`config.mk`:
```
export PLATFORM = sky130hd
export DESIGN_NAME = key_entry
export DESIGN_NICKNAME = d
export VERILOG_FILES = /design/src/rtl/key_entry.sv
export SDC_FILE = /design/constraint.sdc
export NUM_CORES = 1
export LEC_CHECK = 0
export CORE_AREA = 2 2 97 99
export DETAILED_ROUTE_END_ITERATION = 7
export DIE_AREA = 0 0 99 101
export PLACE_DENSITY = 0.74
export SLEW_MARGIN = 5
export SYNTH_ARGS = -nofsm -noshare
export SYNTH_HDL_FRONTEND = slang
export SYNTH_SLANG_ARGS = --single-unit
```
`constraint.sdc`:
```
create_clock -name hz100 -period 2.37 [get_ports hz100]
set_input_delay 0.237 -clock hz100 [delete_from_list [all_inputs] [get_ports hz100]]
set_output_delay 0.237 -clock hz100 [all_outputs]
set_load 0.01 [all_outputs]
```
`src/rtl/key_entry.sv`:
```
// Hex keypad entry buffer: builds a number digit by digit, with backspace, clear and enter (commit).
// Latency 1 cycle from the strobe rising edge; no backpressure, each press is acted on once or rejected with err.
module key_entry #(
   parameter int NDIG = 8,
   localparam int CW = $clog2(NDIG + 1)
) (
   input  logic              hz100,
   input  logic              reset,
   input  logic [4:0]        keycode,
   input  logic              strobe,
   output logic [4*NDIG-1:0] entry,
   output logic [CW-1:0]     count,
   output logic [4*NDIG-1:0] value,
   output logic              done,
   output logic              err
);

   localparam int            W    = 4 * NDIG;
   localparam logic [CW-1:0] MAXC = CW'(NDIG);
   localparam logic [CW-1:0] ONE  = CW'(1);

   typedef enum logic [1:0] {IDLE, ENTRY, FULL} state_t;

   state_t          r_state;
   logic            r_strobe_d;
   logic [W-1:0]    r_entry;
   logic [W-1:0]    r_value;
   logic [CW-1:0]   r_count;
   logic            r_done;
   logic            r_err;

   logic            w_event;
   logic            w_is_digit;
   logic            w_is_bs;
   logic            w_is_clr;
   logic            w_is_ent;
   logic [W-1:0]    w_push;
   logic [W-1:0]    w_pop;

   assign w_event    = strobe & ~r_strobe_d;
   assign w_is_digit = ~keycode[4];
   assign w_is_bs    = (keycode == 5'd16);
   assign w_is_clr   = (keycode == 5'd17);
   assign w_is_ent   = (keycode == 5'd18);
   // Shift left drops nothing useful: FULL blocks digit pushes, so the top digit is always zero here.
   assign w_push     = (r_entry << 4) | W'(keycode[3:0]);
   assign w_pop      = r_entry >> 4;

   always_ff @(posedge hz100 or posedge reset) begin
      if (reset) begin
         r_state    <= IDLE;
         r_strobe_d <= 1'b0;
         r_entry    <= '0;
         r_value    <= '0;
         r_count    <= '0;
         r_done     <= 1'b0;
         r_err      <= 1'b0;
      end else begin
         r_strobe_d <= strobe;
         r_done     <= 1'b0;
         r_err      <= 1'b0;
         if (w_event) begin
            if (w_is_digit) begin
               if (r_state == FULL) begin
                  r_err <= 1'b1;
               end else begin
                  r_entry <= w_push;
                  r_count <= r_count + ONE;
                  r_state <= (r_count + ONE == MAXC) ? FULL : ENTRY;
               end
            end else if (w_is_bs) begin
               if (r_state == IDLE) begin
                  r_err <= 1'b1;
               end else begin
                  r_entry <= w_pop;
                  r_count <= r_count - ONE;
                  r_state <= (r_count == ONE) ? IDLE : ENTRY;
               end
            end else if (w_is_clr) begin
               r_entry <= '0;
               r_count <= '0;
               r_state <= IDLE;
            end else if (w_is_ent) begin
               r_value <= r_entry;
               r_done  <= 1'b1;
               r_entry <= '0;
               r_count <= '0;
               r_state <= IDLE;
            end
         end
      end
   end

   assign entry = r_entry;
   assign count = r_count;
   assign value = r_value;
   assign done  = r_done;
   assign err   = r_err;

endmodule

```
==> results.md <==
* Final Max Tran Viols at 0
* Overflow after GRT at 0
* Most common cell after layout, fill and taps aside: clkdlybuf4s50_1
* Startpoint Class: input pin
* Final Hold Viols at 0
* Die width at 99 um
* Outcome: completed
* Hold_buf cts at 0
* CP Capture Type: flip-flop
* Fin crit share at 79.3%
* P per Cell Area at 643 nW/um^2
* Layout fillers at 809
* Met1 Routed Length at 3520 um
* # DRC at 0
* Fmax at 532 MHz
* Post-layout util at 50.6%
* Detailed-route wire length per cell at 17.5 um
* Detail-routed via count per cell at 5.29
* Fin Setup TNS at 0 ns
* Max VDD drop at 0.353 mV
* Top layer in use: met4
* Detailed Route WL at 8080 um
* Worst EP required at 2.60 ns
* Clock-pin slew on the worst setup and hold paths at 0.08 ns
* Final setup viols at 0
* Crit path capture: value[29]$_DFFE_PP0P_
* Top Ports at 78
* Count of cell types in the netlist at 36
* Syn Area/Cell at 13.1 sq um
* CTS HTree Levels at 3
* Placeable Area at 8980 sq um
* RR Endpoint: r_state[0]$_DFFE_PP0P_
* Vias at 2440
* Row Count at 35
* Gpl congestion at 0.780
* R2R depth at 5
* Pin count of the biggest net entering global routing at 32
* CTS Buffer Depth at 2
* CP arrival at 2.11 ns
* GRT Overall Usage at 17.0%
* R2R Path Start: count[0]$_DFFE_PP0P_
* RSZ-0062 raised after global routing: false
* Leakage at 0.00195 uW
* Detailed Route Iter0 Violations at 102
* TritonCTS clock tree: built
* Ant. Diodes at 0
* CP Launch Point: keycode[3]
* Share of layout cells above drive strength 1 at 26.0%
* Minimum clock period at 1.88 ns
* Initial antenna violation count at 0
* Critical-path maximum fanout at 20
* Setup Buffers After CTS at 0
* Flop2flop setup slack at 0.66 ns
* Slew at the pin with the worst max-slew slack at 0.512 ns
* First-pass iteration count of the detailed router at 4
* Critical path class: input pin to flip-flop
* Mapped Area at 3480 sq um
* # Max-Cap Violations at 0
* Mapped Nets at 277
* Port Buffers at 77
* Post-CTS resize count at 0
* Relative slew slack at 65.8%
* Register area share after synthesis at 52.5%
* Total CTS buffers at 9
* Worst skew pair latency at 0.35 ns
* Vias in the first global route at 2598
* Register bit count reported by yosys at 73
* Area grow syn2layout at 30.5%
* HP Class: input pin to async pin
* Metal2 WL at 4030 um
* Die area at 10000 sq um
* Synth Warn # at 0
* Dpl hpwl at 5550 um
* CTS Sinks at 73
* First-pass GRT wire length at 13400 um
* Wire length on met3 at 428 um
* Post-Synthesis Cells at 265
* Root Buffer: clkbuf_8
* Die extent in y at 101 um
* Clk_skew at 0.0115 ns
* Final ANT Viol Nets at 0
* Starting density of the core at 38.8%
* Most frequent cells in the layout: 77 x clkdlybuf4s50_1, 73 x dfrtp_1, 34 x nand2_1, 33 x mux2_2, 28 x mux2_4
* Final Net Count at 357
-- per-layer routing --
layer  GRT usage, %  vias to the layer above
met5              0                        -
met4           4.95                        0
met3           4.72                       10
met2           28.3                       70
met1           21.9                     1245
li1               -                     1115
-- where the power goes --
group	leakage (uW)	switching [uW]	internal (uW)
Sequential	0.00100	124	1330
Combinational	0.000872	252	341
Clock	0.0000785	489	381
-- synthesized netlist by cell type --
library cell	instances	area, sq um
o22ai_1	2	12.5
o21ai_0	12	60.1
nor3_1	1	5.00
dfrtp_1	73	1830
a21oi_1	1	5.00
xnor2_1	2	17.5
a211oi_1	1	7.51
buf_4	1	7.51
o21ai_2	1	8.76
o31ai_1	1	7.51
a22o_4	1	17.5
and2_1	1	6.26
o2bb2ai_1	27	236
buf_6	6	67.6
a311oi_1	1	8.76
or2_1	1	6.26
or4_1	1	7.51
nor4b_4	1	23.8
o32a_1	2	20.0
nand2_1	34	128
ha_1	4	50.1
nor2_4	1	11.3
nand3_1	1	5.00
a32o_1	1	10.0
mux2_4	28	420
nor2b_1	1	6.26
and3_1	2	12.5
buf_2	2	10.0
nor3b_1	1	7.51
mux2_2	33	372
nor2_1	1	3.75
inv_1	7	26.3
mux2i_1	1	10.0
or3_1	2	12.5
clkbuf_1	9	33.8
mux2_1	1	11.3
-- critical path, stage by stage --
cell and delay [ns]:
clkdlybuf4s50_1 0.53, nor4b_4 0.42, and3_1 0.25, buf_4 0.30
mux2_2 0.37
-- how the worst min path moves through the flow --
stage | slack [ns] | to | cells after the start | from
2_1_floorplan | 0.27 | r_strobe_d$_DFF_PP0_ | 0 | strobe
3_3_place_gp | 0.47 | value[3]$_DFFE_PP0P_ | 1 | value[3]$_DFFE_PP0P_
3_5_place_dp | 0.48 | value[3]$_DFFE_PP0P_ | 1 | value[3]$_DFFE_PP0P_
4_1_cts | 0.25 | count[3]$_DFFE_PP0P_ | 2 | reset
5_1_grt | 0.27 | count[3]$_DFFE_PP0P_ | 2 | reset
6_report | 0.24 | count[3]$_DFFE_PP0P_ | 2 | reset
-- cells by family (layout without fill, tap and decap cells) --
group                      after synthesis  after routing  synth area share, %
xor gates and xnor gates                 2              2                0.503
adders and majority gates                4              4                 1.44
buffers and inverters                   25            110                 4.17
AOI/OAI and AO/OA                       50             50                 11.3
DFF                                     73             73                 52.5
muxes                                   63             63                 23.4
and+or+nand+nor                         48             48                 6.76
-- layout make-up --
class                           instances  area [sq um]  area share [%]
Sequential cell                        73          1830            40.2
Multi-Input combinational cell        167          1510            33.2
Timing Repair Buffer                   87           871            19.2
Tap cell                              111           139            3.06
Clock buffer                           10           128            2.81
Clock inverter                          6          45.0           0.991
Inverter                                7          26.3           0.578
-- flip-flops by register name (all words and copies together) (netlist names) --
name / cells
entry: 32
err: 1
r_state: 2
count: 4
value: 32
r_strobe_d: 1
done: 1
-- per-stage QoR --
step	hold slack, ns	setup WS, ns	cell area (sq um)	cells	total power [uW]
2_1_floorplan	0.268	0.280	3480	265	1790
3_3_place_gp	0.469	0.237	4370	445	2060
3_5_place_dp	0.475	0.154	4370	445	2080
4_1_cts	0.249	0.520	4550	461	2960
5_1_grt	0.272	0.436	4550	461	3080
6_report	0.238	0.490	4550	461	2920
Note: power is estimated with default switching activity, not from simulation.
